$ cat src/rtl/risc_pkg.sv
// Shared definitions for the Risc core: opcode encodings, instruction field
// positions and the default halt encoding.
package risc_pkg;

    localparam int unsigned OPC_W = 7;

    localparam logic [OPC_W-1:0] NOP  = 7'h00;
    localparam logic [OPC_W-1:0] MOVA = 7'h01;
    localparam logic [OPC_W-1:0] ADD  = 7'h02;
    localparam logic [OPC_W-1:0] SUB  = 7'h03;
    localparam logic [OPC_W-1:0] AND  = 7'h04;
    localparam logic [OPC_W-1:0] OR   = 7'h05;
    localparam logic [OPC_W-1:0] XOR  = 7'h06;
    localparam logic [OPC_W-1:0] NOT  = 7'h07;
    localparam logic [OPC_W-1:0] ADI  = 7'h08;
    localparam logic [OPC_W-1:0] SBI  = 7'h09;
    localparam logic [OPC_W-1:0] ANI  = 7'h0A;
    localparam logic [OPC_W-1:0] ORI  = 7'h0B;
    localparam logic [OPC_W-1:0] XRI  = 7'h0C;
    localparam logic [OPC_W-1:0] MOVB = 7'h0D;
    localparam logic [OPC_W-1:0] LSR  = 7'h0E;
    localparam logic [OPC_W-1:0] LSL  = 7'h0F;
    localparam logic [OPC_W-1:0] LD   = 7'h10;
    localparam logic [OPC_W-1:0] ST   = 7'h11;
    localparam logic [OPC_W-1:0] JMR  = 7'h12;
    localparam logic [OPC_W-1:0] SLT  = 7'h13;
    localparam logic [OPC_W-1:0] BZ   = 7'h14;
    localparam logic [OPC_W-1:0] BNZ  = 7'h15;
    localparam logic [OPC_W-1:0] JMP  = 7'h16;
    localparam logic [OPC_W-1:0] JML  = 7'h17;

    // Instruction field bit positions (inclusive).
    localparam int unsigned OPC_HI = 31;
    localparam int unsigned OPC_LO = 25;
    localparam int unsigned DR_HI  = 24;
    localparam int unsigned DR_LO  = 20;
    localparam int unsigned SA_HI  = 19;
    localparam int unsigned SA_LO  = 15;
    localparam int unsigned SB_HI  = 14;
    localparam int unsigned SB_LO  = 10;
    localparam int unsigned IMM_HI = 14;
    localparam int unsigned IMM_LO = 0;
    localparam int unsigned SH_HI  = 4;
    localparam int unsigned SH_LO  = 0;

    localparam logic [31:0] HALT_WORD_DEF = 32'hFFFF_FFFF;

endpackage

$ cat src/rtl/risc_fetch_if.sv
// Fetch-stage bus: instruction-memory read port plus the valid/ready path
// towards decode. master = fetch stage, slave = memory/decode side.
interface risc_fetch_if #(
    parameter int unsigned ADDR_W = 32,
    parameter int unsigned DATA_W = 32
);
    logic [ADDR_W-1:0] im_addr;
    logic              im_oen;
    logic [DATA_W-1:0] im_dataout;
    logic              out_valid;
    logic              out_ready;
    logic [DATA_W-1:0] out_instr;
    logic [ADDR_W-1:0] out_pc;

    modport master (
        output im_addr, im_oen, out_valid, out_instr, out_pc,
        input  im_dataout, out_ready
    );

    modport slave (
        input  im_addr, im_oen, out_valid, out_instr, out_pc,
        output im_dataout, out_ready
    );
endinterface

$ cat src/rtl/risc_fetch_queue.sv
// Synchronous FIFO holding fetched {pc, instr} entries; flush empties it in
// one cycle and takes priority over push.
module risc_fetch_queue #(
    parameter int unsigned WIDTH = 64,
    parameter int unsigned DEPTH = 2
) (
    input  logic                       clk,
    input  logic                       rst_n,
    input  logic                       push,
    input  logic [WIDTH-1:0]           push_data,
    input  logic                       pop,
    input  logic                       flush,
    output logic [$clog2(DEPTH+1)-1:0] count,
    output logic [WIDTH-1:0]           head
);

    localparam int unsigned PTR_W = (DEPTH > 1) ? $clog2(DEPTH) : 1;
    localparam int unsigned CNT_W = $clog2(DEPTH + 1);

    logic [WIDTH-1:0] mem_q [DEPTH];
    logic [PTR_W-1:0] wr_ptr_q;
    logic [PTR_W-1:0] rd_ptr_q;
    logic             push_ok;
    logic             pop_ok;

    // Guard against underflow/overflow; a full queue accepts a push only alongside a pop.
    always_comb begin
        pop_ok  = pop && (count != '0);
        push_ok = push && !flush && ((count < CNT_W'(DEPTH)) || pop_ok);
    end

    always_ff @(posedge clk or negedge rst_n) begin
        if (!rst_n) begin
            wr_ptr_q <= '0;
            rd_ptr_q <= '0;
            count    <= '0;
        end else if (flush) begin
            wr_ptr_q <= '0;
            rd_ptr_q <= '0;
            count    <= '0;
        end else begin
            if (push_ok) begin
                wr_ptr_q <= wr_ptr_q + PTR_W'(1);
            end
            if (pop_ok) begin
                rd_ptr_q <= rd_ptr_q + PTR_W'(1);
            end
            count <= count + CNT_W'(push_ok) - CNT_W'(pop_ok);
        end
    end

    // Storage needs no reset: count gates every read.
    always_ff @(posedge clk) begin
        if (push_ok) begin
            mem_q[wr_ptr_q] <= push_data;
        end
    end

    assign head = mem_q[rd_ptr_q];

endmodule

$ cat src/rtl/risc_fetch.sv
// Instruction-fetch stage of the Risc core: issues memory reads, queues the
// responses for decode, handles redirects and the sticky halt.
// Optional FETCH_TRACE_EN: simulation trace of every pop and of the halt.
module risc_fetch
    import risc_pkg::*;
#(
    parameter int unsigned       ADDR_W    = 32,
    parameter int unsigned       DATA_W    = 32,
    parameter int unsigned       DEPTH     = 2,
    parameter logic [ADDR_W-1:0] RESET_PC  = '0,
    parameter logic [DATA_W-1:0] HALT_WORD = DATA_W'(HALT_WORD_DEF)
) (
    input  logic              clk,
    input  logic              rst_n,
    input  logic              en,
    input  logic              redirect_valid,
    input  logic [ADDR_W-1:0] redirect_pc,
    output logic              halt,
    risc_fetch_if.master      bus
);

    localparam int unsigned CNT_W   = $clog2(DEPTH + 1);
    localparam int unsigned OCC_W   = CNT_W + 1;
    localparam int unsigned ENTRY_W = ADDR_W + DATA_W;

    logic [ADDR_W-1:0]  pc_q;
    logic [ADDR_W-1:0]  pc_d;
    logic [ADDR_W-1:0]  rsp_pc_q;
    logic               inflight_q;
    logic               halted_q;

    logic               redirect_act;
    logic               pop;
    logic [OCC_W-1:0]   occupancy;
    logic               issue;
    logic [ADDR_W-1:0]  issue_addr;
    logic               capture;
    logic               halt_set;
    logic               push;

    logic [CNT_W-1:0]   count;
    logic [ENTRY_W-1:0] head;

    // Issue, capture and next-pc decisions for this cycle.
    always_comb begin
        redirect_act = redirect_valid && !halted_q;
        pop          = bus.out_valid && bus.out_ready;
        occupancy    = OCC_W'(count) + OCC_W'(inflight_q) - OCC_W'(pop);
        // A redirect flushes queue and in-flight word, so space is always available.
        issue        = rst_n && en && !halted_q && (redirect_act || (occupancy < OCC_W'(DEPTH)));
        issue_addr   = redirect_act ? redirect_pc : pc_q;
        // Words returned after the halt word belong to a dead path.
        capture      = inflight_q && !halted_q && !redirect_act;
        halt_set     = capture && (bus.im_dataout == HALT_WORD);
        push         = capture && !halt_set;
        pc_d         = pc_q;
        if (issue) begin
            pc_d = issue_addr + ADDR_W'(1);
        end else if (redirect_act) begin
            pc_d = redirect_pc;
        end
    end

    always_ff @(posedge clk or negedge rst_n) begin
        if (!rst_n) begin
            pc_q       <= RESET_PC;
            rsp_pc_q   <= '0;
            inflight_q <= 1'b0;
            halted_q   <= 1'b0;
        end else begin
            pc_q       <= pc_d;
            inflight_q <= issue;
            if (issue) begin
                rsp_pc_q <= issue_addr;
            end
            if (halt_set) begin
                halted_q <= 1'b1;
            end
        end
    end

    risc_fetch_queue #(
        .WIDTH (ENTRY_W),
        .DEPTH (DEPTH)
    ) u_queue (
        .clk       (clk),
        .rst_n     (rst_n),
        .push      (push),
        .push_data ({rsp_pc_q, bus.im_dataout}),
        .pop       (pop),
        .flush     (redirect_act),
        .count     (count),
        .head      (head)
    );

    assign bus.im_oen    = !issue;
    assign bus.im_addr   = issue ? issue_addr : pc_q;
    assign bus.out_valid = (count != '0);
    assign bus.out_pc    = head[ENTRY_W-1:DATA_W];
    assign bus.out_instr = head[DATA_W-1:0];
    assign halt          = halted_q;

`ifdef FETCH_TRACE_EN
    function automatic string op_name(input logic [OPC_W-1:0] op);
        case (op)
            NOP:     return "NOP";
            MOVA:    return "MOVA";
            ADD:     return "ADD";
            SUB:     return "SUB";
            AND:     return "AND";
            OR:      return "OR";
            XOR:     return "XOR";
            NOT:     return "NOT";
            ADI:     return "ADI";
            SBI:     return "SBI";
            ANI:     return "ANI";
            ORI:     return "ORI";
            XRI:     return "XRI";
            MOVB:    return "MOVB";
            LSR:     return "LSR";
            LSL:     return "LSL";
            LD:      return "LD";
            ST:      return "ST";
            JMR:     return "JMR";
            SLT:     return "SLT";
            BZ:      return "BZ";
            BNZ:     return "BNZ";
            JMP:     return "JMP";
            JML:     return "JML";
            default: return "Unknown";
        endcase
    endfunction

    always @(posedge clk) begin
        if (rst_n && pop) begin
            $display("%0t fetch pc=%0h %s", $time, bus.out_pc,
                     op_name(bus.out_instr[OPC_HI:OPC_LO]));
        end
        if (rst_n && halt_set) begin
            $display("%0t HALT at pc %0h", $time, rsp_pc_q);
        end
    end
`endif

endmodule

$ cat src/flat_wrapper.sv
// flat-port wrapper written by rule: the top's interface ports become plain ports
module risc_fetch_flat import risc_pkg::*;
#(
    parameter int unsigned       ADDR_W    = 32,
    parameter int unsigned       DATA_W    = 32,
    parameter int unsigned       DEPTH     = 2,
    parameter logic [ADDR_W-1:0] RESET_PC  = '0,
    parameter logic [DATA_W-1:0] HALT_WORD = DATA_W'(HALT_WORD_DEF)
)
  (clk, rst_n, en, redirect_valid, redirect_pc, halt, bus_im_addr, bus_im_oen, bus_out_valid, bus_out_instr, bus_out_pc, bus_im_dataout, bus_out_ready);
  risc_fetch_if #(.ADDR_W(ADDR_W), .DATA_W(DATA_W)) bus_i ();
  input  logic clk;
  input  logic rst_n;
  input  logic en;
  input  logic redirect_valid;
  input  logic [ADDR_W-1:0] redirect_pc;
  output logic halt;
  output wire logic [$bits(bus_i.im_addr)-1:0] bus_im_addr;
  output wire logic [$bits(bus_i.im_oen)-1:0] bus_im_oen;
  output wire logic [$bits(bus_i.out_valid)-1:0] bus_out_valid;
  output wire logic [$bits(bus_i.out_instr)-1:0] bus_out_instr;
  output wire logic [$bits(bus_i.out_pc)-1:0] bus_out_pc;
  input wire logic [$bits(bus_i.im_dataout)-1:0] bus_im_dataout;
  input wire logic [$bits(bus_i.out_ready)-1:0] bus_out_ready;
  assign bus_im_addr = bus_i.im_addr;
  assign bus_im_oen = bus_i.im_oen;
  assign bus_out_valid = bus_i.out_valid;
  assign bus_out_instr = bus_i.out_instr;
  assign bus_out_pc = bus_i.out_pc;
  assign bus_i.im_dataout = bus_im_dataout;
  assign bus_i.out_ready = bus_out_ready;
  risc_fetch #(.ADDR_W(ADDR_W), .DATA_W(DATA_W), .DEPTH(DEPTH), .RESET_PC(RESET_PC), .HALT_WORD(HALT_WORD)) u_core (.clk(clk), .rst_n(rst_n), .en(en), .redirect_valid(redirect_valid), .redirect_pc(redirect_pc), .halt(halt), .bus(bus_i));
endmodule
$ cat config.mk
export PLATFORM = sky130hd
export DESIGN_NAME = risc_fetch_flat
export DESIGN_NICKNAME = d
export VERILOG_FILES = /design/src/rtl/risc_pkg.sv /design/src/rtl/risc_fetch_if.sv /design/src/rtl/risc_fetch_queue.sv /design/src/rtl/risc_fetch.sv /design/src/flat_wrapper.sv
export SDC_FILE = /design/constraint.sdc
export NUM_CORES = 1
export LEC_CHECK = 0
export CAP_MARGIN = 20
export CORE_UTILIZATION = 52
export CTS_CLUSTER_SIZE = 16
export DETAILED_ROUTE_END_ITERATION = 10
export GPL_TIMING_DRIVEN = 0
export HOLD_SLACK_MARGIN = 0.02
export PLACE_DENSITY = 0.8
export SETUP_SLACK_MARGIN = 0.5
export SYNTH_ARGS = -nofsm -noshare
export SYNTH_HDL_FRONTEND = slang
export SYNTH_SLANG_ARGS = --single-unit
export TNS_END_PERCENT = 1
$ cat constraint.sdc
create_clock -name clk -period 7.34 [get_ports clk]
set_clock_uncertainty 0.05 [all_clocks]
set_input_delay 2.202 -clock clk [delete_from_list [all_inputs] [get_ports clk]]
set_output_delay 2.202 -clock clk [all_outputs]
set_load 0.01 [all_outputs]
==> results of run 1 <==
layout by cell type, fill, tap and decap left out, types with 2 or more instances in the layout:
master / instances
sky130_fd_sc_hd__nor2_1: 39
sky130_fd_sc_hd__ha_1: 3
sky130_fd_sc_hd__o21ai_0: 6
sky130_fd_sc_hd__a31oi_1: 3
sky130_fd_sc_hd__edfxtp_1: 128
sky130_fd_sc_hd__o21a_1: 8
sky130_fd_sc_hd__inv_8: 3
sky130_fd_sc_hd__a21oi_1: 30
sky130_fd_sc_hd__nand2_1: 41
sky130_fd_sc_hd__clkbuf_16: 20
sky130_fd_sc_hd__clkinv_2: 2
sky130_fd_sc_hd__o21ai_1: 3
sky130_fd_sc_hd__mux2_2: 93
sky130_fd_sc_hd__xnor2_1: 14
sky130_fd_sc_hd__clkdlybuf4s50_1: 160
sky130_fd_sc_hd__buf_4: 11
sky130_fd_sc_hd__clkbuf_1: 12
sky130_fd_sc_hd__and3_1: 14
sky130_fd_sc_hd__mux2i_1: 40
sky130_fd_sc_hd__and2_1: 2
sky130_fd_sc_hd__buf_2: 10
sky130_fd_sc_hd__nand4_1: 12
sky130_fd_sc_hd__buf_6: 3
sky130_fd_sc_hd__dfrtp_1: 70
sky130_fd_sc_hd__buf_16: 2
sky130_fd_sc_hd__nor2_4: 2
sky130_fd_sc_hd__xor2_1: 21
sky130_fd_sc_hd__nand4b_1: 2
sky130_fd_sc_hd__nor4_1: 3
sky130_fd_sc_hd__nand2b_1: 2
sky130_fd_sc_hd__buf_12: 3
sky130_fd_sc_hd__nor3_4: 2
sky130_fd_sc_hd__inv_1: 5
sky130_fd_sc_hd__nand2b_4: 2
sky130_fd_sc_hd__nor2b_1: 2
sky130_fd_sc_hd__clkinv_8: 2
sky130_fd_sc_hd__nand3_1: 24
sky130_fd_sc_hd__clkbuf_4: 3
sky130_fd_sc_hd__inv_6: 6
per-layer routing:
layer | global-route usage, % | vias up | part of all wire, %
met4 | 5.81 | 0 | 1.0
met5 | 0 | - | 0
met1 | 33.1 | 2914 | 43
met3 | 5.09 | 23 | 6.1
li1 | - | 2690 | -
met2 | 39.7 | 242 | 50
report_power, final:
part / switching (W) / internal [W] / total (W)
clock: 0.000437 / 0.000452 / 0.000889
combinational: 0.000490 / 0.000575 / 0.00107
sequential: 0.000128 / 0.00145 / 0.00157
area by class of cell:
class	instances	area, um2	area share [%]
repair buffers	183	1850	16.0
clock buffers	18	429	3.71
plain buffers	26	205	1.78
well taps	216	270	2.34
inverters	6	22.5	0.195
multi-input cells	387	3040	26.3
clock inverters	14	136	1.18
flip-flops and latches	198	5600	48.4
cell families after synthesis:
| kind of cell | after synthesis |
|---|---|
| AO/OA/AOI/OAI | 57 |
| XOR/XNOR | 36 |
| adder cells (fa/ha/maj) | 5 |
| buffers and inverters | 32 |
| flip-flops | 198 |
| multiplexers | 133 |
| AND/OR/NAND/NOR | 156 |
synthesized netlist by cell type, types with 3 or more instances:
cell,number,area (um2)
sky130_fd_sc_hd__a21oi_1,30,150
sky130_fd_sc_hd__a31oi_1,3,18.8
sky130_fd_sc_hd__and2_1,3,18.8
sky130_fd_sc_hd__and3_1,14,87.6
sky130_fd_sc_hd__buf_2,8,40.0
sky130_fd_sc_hd__clkbuf_1,15,56.3
sky130_fd_sc_hd__dfrtp_1,70,1750
sky130_fd_sc_hd__edfxtp_1,128,3840
sky130_fd_sc_hd__ha_1,4,50.1
sky130_fd_sc_hd__inv_1,6,22.5
sky130_fd_sc_hd__mux2_2,93,1050
sky130_fd_sc_hd__mux2i_1,40,400
sky130_fd_sc_hd__nand2_1,42,158
sky130_fd_sc_hd__nand2b_1,3,18.8
sky130_fd_sc_hd__nand3_1,24,120
sky130_fd_sc_hd__nand4_1,12,75.1
sky130_fd_sc_hd__nor2_1,41,154
sky130_fd_sc_hd__nor2b_1,3,18.8
sky130_fd_sc_hd__nor4_1,3,18.8
sky130_fd_sc_hd__o21a_1,8,60.1
sky130_fd_sc_hd__o21ai_0,6,30.0
sky130_fd_sc_hd__o21ai_1,3,15.0
sky130_fd_sc_hd__xnor2_1,14,123
sky130_fd_sc_hd__xor2_1,22,193
state kept, by name, summed over array words and instances (netlist names):
name	flops
u_core.inflight_q	1
u_core.u_queue.count	2
u_core.pc_q	32
u_core.rsp_pc_q	32
u_core.u_queue.wr_ptr_q	1
u_core.halt	1
u_core.u_queue.mem_q	128
u_core.u_queue.rd_ptr_q	1
how the worst max path moves through the flow:
| stage | from | to |
|---|---|---|
| 2_1_floorplan | bus_out_ready | bus_im_addr[30] |
| 3_3_place_gp | rst_n | bus_im_addr[30] |
| 3_5_place_dp | bus_out_ready | bus_im_addr[30] |
| 4_1_cts | bus_out_ready | bus_im_addr[1] |
| 5_1_grt | redirect_valid | bus_im_addr[14] |
| 6_report | bus_out_ready | bus_im_addr[30] |
through the flow:
stage               worst slack, ns  instances
floorplan                     0.555        617
global placement              -2.60       1000
detailed placement           -0.990       1005
CTS                           0.227       1045
global route                  0.465       1048
finish                        0.531       1048
worst register-to-register path: cells and delay by family (launching register included):
| kind | cells | cell delay, ns |
|---|---|---|
| flops | 1 | 0.50 |
| compound gates | 2 | 0.61 |
| fa+ha+maj | 2 | 0.61 |
| xor+xnor | 2 | 0.30 |
| buf+inv | 1 | 0.19 |
| simple gates | 5 | 1.35 |
what timing repair did:
action / CTS / global route
endpoints found under the setup margin: 25 / 25
pin swaps: 4 / 3
setup buffers: 8 / 3
gates resized for setup: 38 / 12
==> Implementation_results.wiki, run 1 <==
{| class="wikitable"
! Metric !! Value
|-
| Initial Util || roughly 54%
|-
| Destination of the worst register-to-register timing path || u_core.pc_q[23]$_DFF_PN0_
|-
| Startpoint of the tightest hold check path || u_core.rsp_pc_q[23]$_DFFE_PN0P_
|-
| Sum of routed wire length over all layers || between 20 and 25 mm
|-
| Final TNS setup || 0 ns
|-
| Clk buf depth || 2
|-
| Die width || approximately 130 um
|-
| Max-capacitance violation count || 0
|-
| CTS tree || done
|-
| Data required time at the worst endpoint || roughly 5.1 ns
|-
| Fmax achieved || 147 MHz
|-
| Cell count after synthesis || about 620
|-
| Number of warning messages in the yosys log || 0
|-
| Yosys reg bits || 198
|-
| Total Die Area || 17300 um2
|-
| Type of the setup path with the least slack || input pin to primary output
|-
| Reg clk slew, reported paths || 0.07 ns
|-
| Worst Hold Slack || between 0.4 and 0.5 ns
|-
| Hold EP || u_core.u_queue.mem_q[1][55]$_DFFE_PP_
|-
| CP Max Fanout || 5
|-
| Sequential element share of the synthesized area || around 64%
|-
| Final ANT Viol Nets || 0
|-
| Count of endpoints failing hold in the final timing report || 0
|-
| Sum of buffers and inverters on the critical path || 5
|-
| Gpl congestion || 0.883
|-
| Least-Margin Pin Slew || between 0.7 and 0.8 ns
|-
| Peak VDD IR || slightly below 0.2 mV
|-
| Number of H-tree branching levels || 4
|-
| Depth of the critical timing path with buffers and inverters included || 13
|-
| Mapped Nets || between 600 and 700
|-
| Clk sinks || approximately 200
|-
| Total routing resource utilization after global routing || 24.2%
|-
| Main combinational cell family by area after synthesis || multiplexers
|-
| Initial DRC Count || 347
|-
| Adder and majority cell fraction of the synthesized area || less than 1%
|-
| Fin area || between 10000 and 15000 um2
|-
| Wire length of the first global-routing pass || roughly 32 mm
|-
| Number of global-route vias before repair || ~6000
|-
| Worst reg2reg startpoint || u_core.u_queue.count[1]$_DFF_PN0_
|-
| Per-cell via count in the routed design || 5.60
|-
| Num CTS Buffers || 17
|-
| Final Setup Violations || 0
|-
| Initial antenna violation count || 0
|-
| Count of buffers inserted at the top-level ports || around 170
|-
| Average cell area after synthesis || between 10 and 15 um2
|-
| I/O Pins || 168
|-
| Kind of cell adding the most delay to the critical path || buffers and inverters
|-
| Area after DPL || 10800 um2
|-
| Estimated wirelength of the detail-placed design || around 14 mm
|-
| Pre-Repair DR Iteration Count || 4
|-
| Kind of end point of the critical path || primary output
|-
| Remaining design rule violation count || 0
|-
| Final slew viol count || 0
|-
| Number of cells on the worst hold path || 0
|-
| Static leakage || ~4.3 nW
|-
| Sort of element at the start of the critical path || input pin
|-
| Global route total overflow || 0
|-
| Run status || complete, no violations
|-
| Minimum setup slack among reg-to-reg paths || around 3.7 ns
|-
| Cell type of the slowest stage on the worst timing path || sky130_fd_sc_hd__fa_2
|-
| Setup repair after global routing missed its margin || yes
|-
| Final core utilization || a little under three quarters
|-
| Final-stage net count || 893
|-
| Time the worst path needs with I/O delays and setup || roughly 7 ns
|-
| Area overhead of the layout relative to synthesis || 32.8%
|-
| Summed instance area of the synthesized netlist || slightly below 9000 um2
|-
| Top FF cell, synth || sky130_fd_sc_hd__edfxtp_1
|-
| Antenna diode instance count || 0
|-
| Maximum number of pins on one net before global-route repair || 71
|-
| Count of unique library cells instantiated by Yosys || 43
|-
| Cell Pwr Density || around 310 nW/um2
|-
| Height of the die || ~130 um
|-
| Parity-gate share of the synthesized area counting xor and xnor cells || around 3.6%
|-
| Async SR Flop Fraction || a little over a third
|-
| Clock network latency to the later pin of the worst-skew pair || ~0.43 ns
|-
| Hold-fix buffers at CTS || 0
|-
| Area fraction in compound gates after synthesis || under 10%
|-
| Number of synthesized flops with an enable pin || roughly 130
|-
| Delay of the slowest critical-path stage || approximately 0.40 ns
|-
| Number of vias in the routed layout || 5869
|-
| Core region area || ~16000 um2
|-
| Data arrival time of the critical path || ~4.6 ns
|-
| Final Total Pwr || about 0.0035 W
|-
| Synthesized-area fraction occupied by and/or/nand/nor cells || ~9%
|-
| HP Class || flip-flop to flip-flop
|-
| Cell-by-cell trace of the critical path || dlymetal6s2s_1 > and2_4 > ha_4 > nand2b_4 > fa_2 > xor2_4 > o41ai_4 > clkbuf_8 > buf_4 > clkbuf_16 > nand2_2 > o21a_1 > buf_2
|-
| Number of rows in the core area || 46
|-
| Clock root cell || sky130_fd_sc_hd__clkbuf_16
|-
| Crit share post-route || between 90% and 100%
|-
| Multiplexer share of the synthesized area || between 15 and 20%
|-
| Proportion of layout cells with a drive suffix above 1 || between 20% and 30%
|-
| Filler cell count in the final layout || between 1000 and 1500
|-
| Worst-case headroom to the max-slew limit || between 50% and 60%
|-
| Detailed-route wire length per cell || between 15 and 20 um
|-
| Cell count of the worst reg-to-reg path || 12
|}
Power figures use the tool's default switching activity.
==> run 2, diff against run 1 <==
--- a/config.mk
+++ b/config.mk
@@ -5,7 +5,7 @@
 export SDC_FILE = /design/constraint.sdc
 export NUM_CORES = 1
 export LEC_CHECK = 0
-export CAP_MARGIN = 20
+export CORE_MARGIN = 3
 export CORE_UTILIZATION = 52
 export CTS_CLUSTER_SIZE = 16
 export DETAILED_ROUTE_END_ITERATION = 10
==> run 2 against run 1 <==
  * Register-to-register slack worse by 0.06 ns
  * Routed wire length grew 1.1%
  * Setup slack got worse by 0.033 ns
==> Implementation_results.wiki, run 2 (same netlist as run 1, synthesis figures left out) <==
{| class="wikitable"
! Metric !! Value
|-
| Final setup slack of the worst path || 0.498 ns (was 0.531 ns)
|-
| Initial antenna violation count || 0 (unchanged)
|-
| Cell Pwr Density || 309 nW/um2 (was 305 nW/um2)
|-
| Clk buf depth || 2 (unchanged)
|-
| Area overhead of the layout relative to synthesis || 32.8% (about the same)
|-
| Sum of buffers and inverters on the critical path || 6 (was 5)
|-
| Hold-fix buffers at CTS || 0 (unchanged)
|-
| Reg clk slew, reported paths || 0.07 ns (about the same)
|-
| Cell count after placement || 1005 (unchanged)
|-
| Number of global-route vias before repair || 5875 (was 5961)
|-
| Gpl congestion || 0.901 (was 0.883)
|-
| Most frequent cells in the layout || sky130_fd_sc_hd__clkdlybuf4s50_1 (160), sky130_fd_sc_hd__edfxtp_1 (128), sky130_fd_sc_hd__mux2_2 (93), sky130_fd_sc_hd__dfrtp_1 (70) (was sky130_fd_sc_hd__clkdlybuf4s50_1 (160), sky130_fd_sc_hd__edfxtp_1 (128), sky130_fd_sc_hd__mux2_2 (93), sky130_fd_sc_hd__dfrtp_1 (70), sky130_fd_sc_hd__nand2_1 (41))
|-
| Least-Margin Pin Slew || 0.728 ns (was 0.717 ns)
|-
| Total routing resource utilization after global routing || 22.7% (was 24.2%)
|-
| Clock network latency to the later pin of the worst-skew pair || 0.43 ns (about the same)
|-
| Crit share post-route || 93.2% (was 92.8%)
|-
| Detailed-route wire length per cell || 19.7 um (was 19.6 um)
|-
| Cell Count, Final, Fillers Out || 1051 (was 1048)
|-
| Final ANT Viol Nets || 0 (unchanged)
|-
| Initial DRC Count || 429 (was 347)
|-
| Kind of end point of the critical path || primary output (unchanged)
|-
| Leading cell type in the layout, fill and taps excluded || sky130_fd_sc_hd__clkdlybuf4s50_1 (unchanged)
|-
| Fin area || 11600 um2 (about the same)
|-
| Sum of routed wire length over all layers || 20.8 mm (was 20.5 mm)
|-
| Final-stage net count || 896 (was 893)
|-
| Max-capacitance violation count || 0 (unchanged)
|-
| Number of rows in the core area || 46 (unchanged)
|-
| Estimated wirelength of the detail-placed design || 14.7 mm (was 14.5 mm)
|-
| Run status || complete, no violations (unchanged)
|-
| Data required time at the worst endpoint || 5.09 ns (about the same)
|-
| Cell type of the slowest stage on the worst timing path || sky130_fd_sc_hd__fa_1 (was sky130_fd_sc_hd__fa_2)
|-
| Sort of element at the start of the critical path || input pin (unchanged)
|-
| Antenna diode instance count || 0 (unchanged)
|-
| Wire length of the first global-routing pass || 32.1 mm (was 32.3 mm)
|-
| Type of the setup path with the least slack || input pin to primary output (unchanged)
|-
| Number of vias in the routed layout || 5876 (was 5869)
|-
| Clock root cell || sky130_fd_sc_hd__clkbuf_16 (unchanged)
|-
| Peak VDD IR || 0.192 mV (was 0.193 mV)
|-
| Maximum number of pins on one net before global-route repair || 47 (was 71)
|-
| Pre-Repair DR Iteration Count || 5 (was 4)
|-
| Worst Hold Slack || 0.426 ns (was 0.429 ns)
|-
| Count of buffers inserted at the top-level ports || 167 (unchanged)
|-
| Proportion of layout cells with a drive suffix above 1 || 21.6% (was 21.5%)
|-
| Final core utilization || 71.7% (about the same)
|-
| Num CTS Buffers || 17 (unchanged)
|-
| Initial Util || 54.0% (unchanged)
|-
| Post-Place Worst Slack || -1.04 ns (was -0.990 ns)
|-
| Static leakage || 4.31 nW (was 4.30 nW)
|-
| Delay of the slowest critical-path stage || 0.52 ns (was 0.40 ns)
|-
| Register with the most flip-flops || u_core.u_queue.mem_q (unchanged)
|-
| Final slew viol count || 0 (unchanged)
|-
| Number of flip-flops under the largest register name || 128 (unchanged)
|-
| Area of the multi-input gates || 3030 um2 (was 3040 um2)
|-
| Count of endpoints failing hold in the final timing report || 0 (unchanged)
|-
| Per-cell via count in the routed design || 5.59 (was 5.60)
|-
| Cell-by-cell trace of the critical path || clkdlybuf4s15_1 > and2_4 > ha_4 > nand2b_4 > fa_1 > inv_2 > o41ai_4 > clkbuf_8 > buf_4 > buf_8 > o21a_1 > buf_2 (was dlymetal6s2s_1 > and2_4 > ha_4 > nand2b_4 > fa_2 > xor2_4 > o41ai_4 > clkbuf_8 > buf_4 > clkbuf_16 > nand2_2 > o21a_1 > buf_2)
|-
| Largest registers in the final layout || u_core.u_queue.mem_q: 128 flops, u_core.pc_q: 32 flops, u_core.rsp_pc_q: 32 flops (unchanged)
|-
| Core region area || 16100 um2 (unchanged)
|-
| Remaining design rule violation count || 0 (unchanged)
|-
| Total Die Area || 18300 um2 (was 17300 um2)
|-
| Clk sinks || 198 (unchanged)
|-
| CP Max Fanout || 8 (was 5)
|-
| Time the worst path needs with I/O delays and setup || 6.84 ns (was 6.81 ns)
|-
| Setup repair after global routing missed its margin || yes (unchanged)
|-
| Minimum setup slack among reg-to-reg paths || 3.60 ns (was 3.66 ns)
|-
| Area after DPL || 10800 um2 (about the same)
|-
| Fmax achieved || 146 MHz (was 147 MHz)
|-
| Filler cell count in the final layout || 1069 (was 1077)
|-
| Data arrival time of the critical path || 4.59 ns (was 4.56 ns)
|-
| I/O Pins || 168 (unchanged)
|-
| Die width || 135 um (was 131 um)
|-
| Height of the die || 135 um (was 131 um)
|-
| Global route total overflow || 0 (unchanged)
|-
| Number of H-tree branching levels || 4 (unchanged)
|-
| HP Class || flip-flop to flip-flop (unchanged)
|-
| Kind of cell adding the most delay to the critical path || buffers and inverters (unchanged)
|-
| Register cell area after layout || 5600 um2 (unchanged)
|-
| CTS tree || done (unchanged)
|-
| Final Setup Violations || 0 (unchanged)
|-
| Worst-case headroom to the max-slew limit || 51.5% (was 52.2%)
|}
-- run 2: cell type report --
| class | count | share of cell area (%) |
|---|---|---|
| Buffer | 26 | 1.59 |
| Clock buffer | 19 | 3.75 |
| Clock inverter | 13 | 1.42 |
| Inverter | 6 | 0.195 |
| Multi-Input combinational cell | 387 | 26.2 |
| Sequential cell | 198 | 48.4 |
| Tap cell | 216 | 2.34 |
| Timing Repair Buffer | 186 | 16.1 |
-- run 2: worst paths after layout --
| kind | from | end | cells after the start |
|---|---|---|---|
| setup / recovery | bus_out_ready | bus_im_addr[1] | 12 |
| hold / removal | u_core.rsp_pc_q[26]$_DFFE_PN0P_ | u_core.u_queue.mem_q[1][58]$_DFFE_PP_ | 0 |
| setup reg to reg | u_core.u_queue.count[1]$_DFF_PN0_ | u_core.pc_q[21]$_DFF_PN0_ | 13 |
| hold reg to reg | u_core.rsp_pc_q[26]$_DFFE_PN0P_ | u_core.u_queue.mem_q[1][58]$_DFFE_PP_ | 0 |
| max in group asynchronous | rst_n | u_core.pc_q[28]$_DFF_PN0_ | 2 |
| min in group asynchronous | rst_n | u_core.rsp_pc_q[22]$_DFFE_PN0P_ | 1 |
-- run 2: report_power, final --
group	switching, W	total [W]	internal, W
Combinational	0.000487	0.00106	0.000570
Clock	0.000423	0.000938	0.000515
Sequential	0.000126	0.00157	0.00145
-- run 2: metal layers --
metal,up-vias,wire length [um],global-route usage [%],share of wire (%)
met3,18,1460,4.64,7.0
met2,256,10000,36.4,48
met5,-,0,0,0
met4,0,204,5.38,0.98
met1,2912,9090,32.2,44
li1,2690,-,-,-
-- run 2: timing repair --
action,CTS,global route
pin swaps,2,4
endpoints found under the setup margin,25,25
resized for setup,26,19
buffers inserted,5,9
-- run 2: stage by stage --
step	power, W	TNS [ns]
after global routing	0.00373	0
after CTS	0.00355	0
after detailed placement	0.00258	-4.54
after global placement	0.00254	-142.47
after floorplan	0.00208	0
final	0.00357	0
